<file path="config.mk">
export PLATFORM = sky130hd
export DESIGN_NAME = histogram_cdf_flat
export DESIGN_NICKNAME = d
export VERILOG_FILES = /design/src/rtl/histogram_cdf_pkg.sv /design/src/rtl/histogram_cdf_if.sv /design/src/rtl/histogram_cdf_cdf_accum.sv /design/src/rtl/histogram_cdf.sv /design/src/flat_wrapper.sv
export SDC_FILE = /design/constraint.sdc
export NUM_CORES = 1
export LEC_CHECK = 0
export ABC_CLOCK_PERIOD_IN_PS = 4370
export CELL_PAD_IN_SITES_DETAIL_PLACEMENT = 0
export CELL_PAD_IN_SITES_GLOBAL_PLACEMENT = 2
export CORE_UTILIZATION = 25
export CTS_CLUSTER_SIZE = 16
export DETAILED_ROUTE_END_ITERATION = 8
export GPL_TIMING_DRIVEN = 0
export PLACE_DENSITY = 0.83
export SYNTH_ARGS = -nofsm -noshare
export SYNTH_HDL_FRONTEND = slang
export SYNTH_HIERARCHICAL = 1
export SYNTH_SLANG_ARGS = --single-unit
</file>
<file path="constraint.sdc">
create_clock -name clk -period 4.37 [get_ports clk]
set_input_delay 0.437 -clock clk [delete_from_list [all_inputs] [get_ports clk]]
set_output_delay 0.437 -clock clk [all_outputs]
set_load 0.02 [all_outputs]
</file>
<file path="src/rtl/histogram_cdf_pkg.sv">
// rtl/histogram_cdf_pkg.sv - shared constants and state encoding for the CDF stage
package histogram_cdf_pkg;

  localparam int HIST_BINS   = 256;
  localparam int HIST_ADDR_W = 8;
  localparam int HIST_DATA_W = 32;

  typedef enum logic [1:0] {
    ST_IDLE  = 2'd0,
    ST_RUN   = 2'd1,
    ST_DRAIN = 2'd2,
    ST_DONE  = 2'd3
  } cdf_state_e;

endpackage

</file>
<file path="src/rtl/histogram_cdf_if.sv">
// rtl/histogram_cdf_if.sv - histogram read port and CDF write port bundle
interface histogram_cdf_if #(
  parameter int ADDR_WIDTH = 8,
  parameter int DATA_WIDTH = 32
);

  logic [ADDR_WIDTH-1:0] arg_0_raddr_0;
  logic [DATA_WIDTH-1:0] arg_0_rdata_0;
  logic [ADDR_WIDTH-1:0] arg_1_waddr_0;
  logic [DATA_WIDTH-1:0] arg_1_wdata_0;
  logic                  arg_1_wen_0;

  // master is the CDF block, slave is the memory side
  modport master (
    output arg_0_raddr_0,
    input  arg_0_rdata_0,
    output arg_1_waddr_0,
    output arg_1_wdata_0,
    output arg_1_wen_0
  );

  modport slave (
    input  arg_0_raddr_0,
    output arg_0_rdata_0,
    input  arg_1_waddr_0,
    input  arg_1_wdata_0,
    input  arg_1_wen_0
  );

endinterface

</file>
<file path="src/rtl/histogram_cdf_cdf_accum.sv">
// rtl/histogram_cdf_cdf_accum.sv - running-sum register with sticky carry-out flag
module histogram_cdf_cdf_accum #(
  parameter int DATA_WIDTH = 32
) (
  input  logic                  clk,
  input  logic                  rst,
  input  logic                  clr_i,
  input  logic                  add_en_i,
  input  logic [DATA_WIDTH-1:0] addend_i,
  output logic [DATA_WIDTH-1:0] sum_o,
  output logic [DATA_WIDTH-1:0] acc_o,
  output logic                  overflow_o
);

  logic [DATA_WIDTH-1:0] acc_q, acc_d;
  logic                  ovf_q, ovf_d;
  logic [DATA_WIDTH:0]   wide_sum;

  // one extra bit captures the carry that marks a wrapped sum
  assign wide_sum = {1'b0, acc_q} + {1'b0, addend_i};
  assign sum_o    = wide_sum[DATA_WIDTH-1:0];

  always_comb begin
    acc_d = acc_q;
    ovf_d = ovf_q;
    if (clr_i) begin
      acc_d = '0;
      ovf_d = 1'b0;
    end else if (add_en_i) begin
      acc_d = sum_o;
      ovf_d = ovf_q | wide_sum[DATA_WIDTH];
    end
  end

  always_ff @(posedge clk) begin
    if (rst) begin
      acc_q <= '0;
      ovf_q <= 1'b0;
    end else begin
      acc_q <= acc_d;
      ovf_q <= ovf_d;
    end
  end

  assign acc_o      = acc_q;
  assign overflow_o = ovf_q;

endmodule

</file>
<file path="src/rtl/histogram_cdf.sv">
// rtl/histogram_cdf.sv - reads histogram bins in order and writes their prefix sum
module histogram_cdf
  import histogram_cdf_pkg::*;
#(
  parameter int NUM_BINS   = HIST_BINS,
  parameter int ADDR_WIDTH = HIST_ADDR_W,
  parameter int DATA_WIDTH = HIST_DATA_W
) (
  input  logic                  clk,
  input  logic                  rst,
  input  logic                  start,
  output logic                  valid,
  histogram_cdf_if.master       mem,
  output logic [DATA_WIDTH-1:0] total,
  output logic                  overflow
);

  localparam logic [ADDR_WIDTH-1:0] LAST_IDX = ADDR_WIDTH'(NUM_BINS - 1);

  cdf_state_e            state_q, state_d;
  logic [ADDR_WIDTH-1:0] rd_idx_q, rd_idx_d;
  logic                  pend_q, pend_d;
  logic [ADDR_WIDTH-1:0] pend_addr_q, pend_addr_d;
  logic                  launch;
  logic                  issue;
  logic [DATA_WIDTH-1:0] sum;
  logic [DATA_WIDTH-1:0] acc;

  always_ff @(posedge clk) begin
    if (rst) begin
      state_q <= ST_IDLE;
    end else begin
      state_q <= state_d;
    end
  end

  always_comb begin
    state_d = state_q;
    case (state_q)
      ST_IDLE:  if (start) state_d = ST_RUN;
      ST_RUN:   if (rd_idx_q == LAST_IDX) state_d = ST_DRAIN;
      ST_DRAIN: state_d = ST_DONE;
      ST_DONE:  if (start) state_d = ST_RUN;
      default:  state_d = ST_IDLE;
    endcase
  end

  always_comb begin
    valid  = (state_q == ST_DONE);
    launch = start && ((state_q == ST_IDLE) || (state_q == ST_DONE));
    issue  = (state_q == ST_RUN);
  end

  // pend_q marks that the read data arriving this cycle belongs to pend_addr_q
  always_comb begin
    rd_idx_d    = rd_idx_q;
    pend_d      = issue;
    pend_addr_d = pend_addr_q;
    if (launch) begin
      rd_idx_d = '0;
    end else if (issue) begin
      rd_idx_d = rd_idx_q + ADDR_WIDTH'(1);
    end
    if (issue) begin
      pend_addr_d = rd_idx_q;
    end
  end

  always_ff @(posedge clk) begin
    if (rst) begin
      rd_idx_q    <= '0;
      pend_q      <= 1'b0;
      pend_addr_q <= '0;
    end else begin
      rd_idx_q    <= rd_idx_d;
      pend_q      <= pend_d;
      pend_addr_q <= pend_addr_d;
    end
  end

  histogram_cdf_cdf_accum #(
    .DATA_WIDTH (DATA_WIDTH)
  ) cdf_accum (
    .clk        (clk),
    .rst        (rst),
    .clr_i      (launch),
    .add_en_i   (pend_q),
    .addend_i   (mem.arg_0_rdata_0),
    .sum_o      (sum),
    .acc_o      (acc),
    .overflow_o (overflow)
  );

  assign mem.arg_0_raddr_0 = rd_idx_q;
  assign mem.arg_1_wen_0   = pend_q;
  assign mem.arg_1_waddr_0 = pend_addr_q;
  assign mem.arg_1_wdata_0 = pend_q ? sum : '0;
  assign total             = acc;

endmodule
</file>
<file path="src/flat_wrapper.sv">
// flat-port wrapper written by rule: the top's interface ports become plain ports
module histogram_cdf_flat import histogram_cdf_pkg::*;
#(
  parameter int NUM_BINS   = HIST_BINS,
  parameter int ADDR_WIDTH = HIST_ADDR_W,
  parameter int DATA_WIDTH = HIST_DATA_W
)
  (clk, rst, start, valid, total, overflow, mem_arg_0_raddr_0, mem_arg_0_rdata_0, mem_arg_1_waddr_0, mem_arg_1_wdata_0, mem_arg_1_wen_0);
  histogram_cdf_if #(.ADDR_WIDTH(ADDR_WIDTH), .DATA_WIDTH(DATA_WIDTH)) mem_i ();
  input  logic clk;
  input  logic rst;
  input  logic start;
  output logic valid;
  output logic [DATA_WIDTH-1:0] total;
  output logic overflow;
  output wire logic [$bits(mem_i.arg_0_raddr_0)-1:0] mem_arg_0_raddr_0;
  input wire logic [$bits(mem_i.arg_0_rdata_0)-1:0] mem_arg_0_rdata_0;
  output wire logic [$bits(mem_i.arg_1_waddr_0)-1:0] mem_arg_1_waddr_0;
  output wire logic [$bits(mem_i.arg_1_wdata_0)-1:0] mem_arg_1_wdata_0;
  output wire logic [$bits(mem_i.arg_1_wen_0)-1:0] mem_arg_1_wen_0;
  assign mem_arg_0_raddr_0 = mem_i.arg_0_raddr_0;
  assign mem_i.arg_0_rdata_0 = mem_arg_0_rdata_0;
  assign mem_arg_1_waddr_0 = mem_i.arg_1_waddr_0;
  assign mem_arg_1_wdata_0 = mem_i.arg_1_wdata_0;
  assign mem_arg_1_wen_0 = mem_i.arg_1_wen_0;
  histogram_cdf #(.NUM_BINS(NUM_BINS), .ADDR_WIDTH(ADDR_WIDTH), .DATA_WIDTH(DATA_WIDTH)) u_core (.clk(clk), .rst(rst), .start(start), .valid(valid), .mem(mem_i), .total(total), .overflow(overflow));
endmodule
</file>
# Word level (Yosys, flattened, before mapping)
# Cells that the tools add are included.
# W data, S select, Z words.
op_classes:
  mux: 4
  eq_ne: 6
  bitwise_logic: 1
  reduce_logical: 6
  add_sub_neg: 2
op_table:
  columns: ["operator", "count"]
  rows:
  - ["$add A32 B32 Y33", 1]
  - ["$mux W32", 1]
  - ["$add A8 B1 Y8 const B", 1]
  - ["$eq A8 B8 Y1 const B", 1]
  - ["$pmux W2 S3", 1]
  - ["$eq A2 B2 Y1 const B", 2]
  - ["$mux W2", 2]
  - ["$reduce_or A2 Y1", 2]
  - ["$eq A2 B1 Y1 const B", 1]
  - ["$logic_not A2 Y1", 1]
  - ["$ne A2 B1 Y1 const B", 1]
  - ["$ne A2 B2 Y1 const B", 1]
  - ["$reduce_and A2 Y1", 1]
  - ["$logic_and A1 B1 Y1", 1]
  - ["$logic_or A1 B1 Y1", 1]
  - ["$or A1 B1 Y1", 1]
totals:
  elab_cells: 25
  register_bits: 52

# Logic depth before layout (Yosys ltp)
depth:
  word_depth: 4
  ltp_mapped: 10
  depth_no_buf: 10

# Cells and area by module
# Netlist, hierarchy kept.
modules_own_cells:
  columns: ["module", "area_per_inst_um2", "cells_per_inst", "instances", "seq_area_each_um2"]
  rows:
  - ["histogram_cdf_cdf_accum", 3208.1, 401, 1, 660.6]
  - ["histogram_cdf", 1004.7, 116, 1, 380.4]

# Worst setup path before layout
# Ideal clock, no wire load.
synth_path:
  kind: "input to output"
  start: "input mem_arg_0_rdata_0[0]"
  end: "output mem_arg_1_wdata_0[28]"
  path_buffers: 0
  arrival_ps: 2470
  path_slack_ps: 1463
  stages: 10
  path_cell_list: "ha_1 fa_1 a21oi_1 nor2_1 o21ai_1 a2111oi_0 o21a_1 or3_1 and2_1 and2_1"
synth_between:
  elab_chain_cells: 2
synth_rtl:
  columns: ["item", "line", "source"]
  rows:
  - ["start: declaration", "flat_wrapper.sv:17", "input wire logic [$bits(mem_i.arg_0_rdata_0)-1:0] mem_arg_0_rdata_0;"]
  - ["$add A32 B32 Y33", "histogram_cdf_cdf_accum.sv:20", "assign wide_sum = {1'b0, acc_q} + {1'b0, addend_i};"]
  - ["named net u_core.sum[28]", "histogram_cdf.sv:26", "logic [DATA_WIDTH-1:0] sum;"]
  - ["$mux W32", "histogram_cdf.sv:97", "assign mem.arg_1_wdata_0 = pend_q ? sum : '0;"]
  - ["end: declaration", "flat_wrapper.sv:19", "output wire logic [$bits(mem_i.arg_1_wdata_0)-1:0] mem_arg_1_wdata_0;"]
# The timed path passes the listed nets, and every way through them passes these cells.

# Final worst setup path
# Ends and elaborated chain as after synthesis.

==> impl_summary.log <==
INFO  metric die_area = 17400 sq um
INFO  metric critical_path_buf_inv_count = 2
INFO  metric power.share.sequential = 0.265
INFO  metric gr-usage-all-layers = 0.161
INFO  metric drv_cap = 0
INFO  metric route.detailed.drc = 0
INFO  metric setup_total_negative_slack = 0 ns
INFO  metric synth_area_per_cell = 8.15 sq um
INFO  metric max-vdd-ir-drop = 0.198 mV
INFO  metric final_antenna_net_count = 0
INFO  metric timing.critical_path.slowest_cell_delay = 0.53 ns
INFO  metric cp_top_family = buffers and inverters
INFO  metric pin_count_of_the_biggest_net_entering_global_routing = 19
INFO  metric timing.critical_path.arrival = 3.69 ns
INFO  metric worstSetupEndpointType = primary output
INFO  metric run_status = finished, final reports clean
INFO  metric critical_path.cell_chain = clkdlybuf4s50_1, ha_1, fa_1, a21oi_1, nor2_1, o21ai_1, a2111oi_0, o21a_1, or3_1, and2_1, and2_1, clkdlybuf4s50_1
INFO  metric post_dp_cell_area = 5660 sq um
INFO  metric global_route.overflow_total = 0
INFO  metric grt_setup_unrepaired = no
INFO  metric worst-path-max-fanout = 3
INFO  metric p_int = 1250 uW
INFO  metric p_leak = around 0.0024 uW
INFO  metric synth_edf_count = 0
INFO  metric post-synth-top-count-cell = nor2_1
INFO  metric netlist_top_cells_count = nor2_1 (56), dfxtp_1 (52), and2_1 (37)
INFO  metric clock_tree_from_tritoncts = yes
INFO  metric switching_share = 0.436
INFO  metric avgViaCountPerCell = just under 5
INFO  metric hold_path_depth = 2
INFO  metric max_clock_freq = 242 MHz
INFO  metric share_of_synthesized_registers_carrying_an_async_set_or_reset = 0
INFO  metric final-setup-viol-count = 0
INFO  metric clock_sink_count = between 50 and 60
INFO  metric yosys.cell_types.count = 64
INFO  metric report.final.hold_viol_count = 0
INFO  metric timing.reg2reg.setup_slack = approximately 1.6 ns
INFO  metric netlist_area = between 4000 and 5000 sq um
INFO  metric clock-skew-final = approximately 0.0040 ns
INFO  metric netSwitchingPower = 968 uW
INFO  metric yosysTopAreaCellShare = 0.247
INFO  metric postRouteWirelength = 14000 um
INFO  metric crit_slowest_cell = clkdlybuf4s50_1
INFO  metric synthesis.instances = 517
INFO  metric grt_first_pass_wirelength = 22300 um
INFO  metric power-per-cell-area = 382 nW/um^2
INFO  metric r2r_end = u_core/cdf_accum/acc_o[12]$_SDFFE_PP0P_
INFO  metric cts.clk_slew.worst_paths = 0.08 ns
INFO  metric initial_utilization = 0.255
INFO  metric yosysWarningCount = 6
INFO  metric yosys_register_bits = 52
INFO  metric place_worst_setup_slack = roughly 0.22 ns
INFO  metric power_frac_clock = 0.197
INFO  metric nets = 713
INFO  metric setup.worst_path.class = in2out
INFO  metric root_buffer = clkbuf_16
INFO  metric hold_path_class = reg2reg
INFO  metric number_of_antenna_violations_at_the_first_check_in_global_routing = 0
INFO  metric num_io_pins = 118
INFO  metric syn_nets = 589
INFO  metric holdWs = 0.501 ns
INFO  metric final_min_period_over_clock_period = 0.944
INFO  metric least_margin_pin_slew = approximately 0.8 ns
INFO  metric netlist_top_cells_area = dfxtp_1 (25%), ha_1 (11%), mux2i_1 (5.9%)
INFO  metric finalWorstPathRequiredPeriod = 4.13 ns
INFO  metric diodes = 0
INFO  metric synthDominantAreaCellType = dfxtp_1
INFO  metric post_cts_resize_count = 0
INFO  metric proportion_of_layout_cells_with_a_drive_suffix_above_1 = 0.0576
INFO  metric vias_in_the_first_global_route = 4246
INFO  metric critical_path.startpoint_type = primary input
INFO  metric detail_route.wl_per_cell = roughly 16 um
INFO  metric cts.repair_timing.setup_buffer_count = 0
INFO  metric critical_path_required = 3.93 ns
INFO  metric die_h = 132 um
INFO  metric floorplan.die.width = 132 um
INFO  metric area.growth.synth_to_final = 37.9%
INFO  metric clock_path_buffers = 2
INFO  metric drc_marker_count_from_the_first_detailed_route_iteration = 210
INFO  metric gpl.final_weighted_congestion = 0.872
INFO  metric comb_power_share = 0.538
INFO  metric place.detailed.hpwl = about 11000 um
INFO  metric dominantRegCellSynth = dfxtp_1
INFO  metric design_area = 5810 sq um
INFO  metric core_region_area = 16500 sq um
INFO  metric clk-insertion-delay-late = 0.31 ns
INFO  metric htreeDepth = 2
INFO  metric timing.slew.headroom = 0.454
INFO  metric worst_r2r_startpoint = u_core/state_q[1]$_SDFFE_PP0P_
INFO  metric design_power_total = 2220 uW
INFO  metric rr_worst_depth = 8
INFO  metric final_critical_path_setup_slack = between 0.2 and 0.25 ns
INFO  metric rows = 47
INFO  metric final_max_slew_viol_count = 0
INFO  metric port_buffers = 117
INFO  metric dr_total_vias = 4264
INFO  metric holdBufCountCts = 0
INFO  metric hold_end = u_core/cdf_accum/acc_o[17]$_SDFFE_PP0P_
INFO  metric ys_seq_area_frac = 0.247
INFO  metric cts_made_buffers = 5
INFO  metric drt_first_pass_iters = 4
INFO  metric holdCritStartpoint = u_core/cdf_accum/acc_o[17]$_SDFFE_PP0P_
-- layer usage --
metal  global-route usage  wire (um)
met5                    0          0
met2                0.273       6570
met4               0.0375        150
met1                0.205       6490
met3               0.0419        801
-- cells by family after synthesis --
logic type / share of synthesized area
flip-flops: 0.247
AO/OA/AOI/OAI: 0.236
adder cells (fa/ha/maj): 0.112
XOR/XNOR: 0.0644
buffers and inverters: 0.0380
AND/OR/NAND/NOR: 0.243
multiplexers: 0.0594
-- worst max-delay path by stage --
stage | startpoint | to | slack (ns) | cells past startpoint
2_1_floorplan | mem_arg_0_rdata_0[0] | mem_arg_1_wdata_0[28] | 1.46 | 10
3_3_place_gp | mem_arg_0_rdata_0[0] | mem_arg_1_wdata_0[28] | 0.23 | 12
3_5_place_dp | mem_arg_0_rdata_0[0] | mem_arg_1_wdata_0[28] | 0.22 | 12
4_1_cts | mem_arg_0_rdata_0[0] | mem_arg_1_wdata_0[28] | 0.22 | 12
5_1_grt | mem_arg_0_rdata_0[26] | mem_arg_1_wdata_0[28] | 0.04 | 11
6_report | mem_arg_0_rdata_0[0] | mem_arg_1_wdata_0[28] | 0.24 | 12
-- sequential cells by signal, indices dropped and copies added (netlist names) --
name	flops
u_core/cdf_accum/acc_o	32
u_core/mem.arg_1_wen_0	1
u_core/cdf_accum/overflow_o	1
u_core/state_q	2
u_core/mem.arg_1_waddr_0	8
u_core/mem.arg_0_raddr_0	8
-- metrics by stage --
| step | cells | utilization |
|---|---|---|
| final | 862 | 0.352 |
| after global routing | 862 | 0.352 |
| after CTS | 862 | 0.352 |
| after detailed placement | 854 | 0.342 |
| after global placement | 854 | 0.342 |
| after floorplan | 517 | - |
-- power by group through the flow --
stage	Sequential, uW	Combinational (uW)	Clock, uW
floorplan	641	709	0
global placement	599	1180	0
detailed placement	600	1190	0
CTS	590	1200	458
global route	599	1300	473
finish	589	1190	437
-- cells in the final DEF, fill, tap and decap left out, types with 6 or more instances in the layout --
cell	count
clkdlybuf4s50_1	117
nor2_1	56
dfxtp_1	52
and2_1	37
ha_1	36
a21oi_1	34
nand2_1	29
mux2i_1	25
clkbuf_1	20
a21o_1	20
xnor2_1	17
nand3_1	16
xor2_1	14
o21ai_0	12
nand4_1	11
or3_1	9
o21ai_1	9
buf_2	8
inv_1	8
nor2b_1	7
a31oi_1	7
nor3_1	7
o211ai_1	6
-- worst min-delay path: cells and delay by family (launching register included) --
kind	cells	cell delay, ns
DFF	1	0.33
AOI/OAI and AO/OA	1	0.06
and+or+nand+nor	1	0.07
-- area by class of cell --
class | count | area [sq um]
multi-input cells | 426 | 3010
well taps | 220 | 275
fillers | 1724 | 10700
clock buffers | 5 | 125
plain buffers | 31 | 130
clock inverters | 3 | 25.0
repair buffers | 117 | 1170
flip-flops and latches | 52 | 1040
inverters | 8 | 30.0
(Power assumes the default switching activity.)
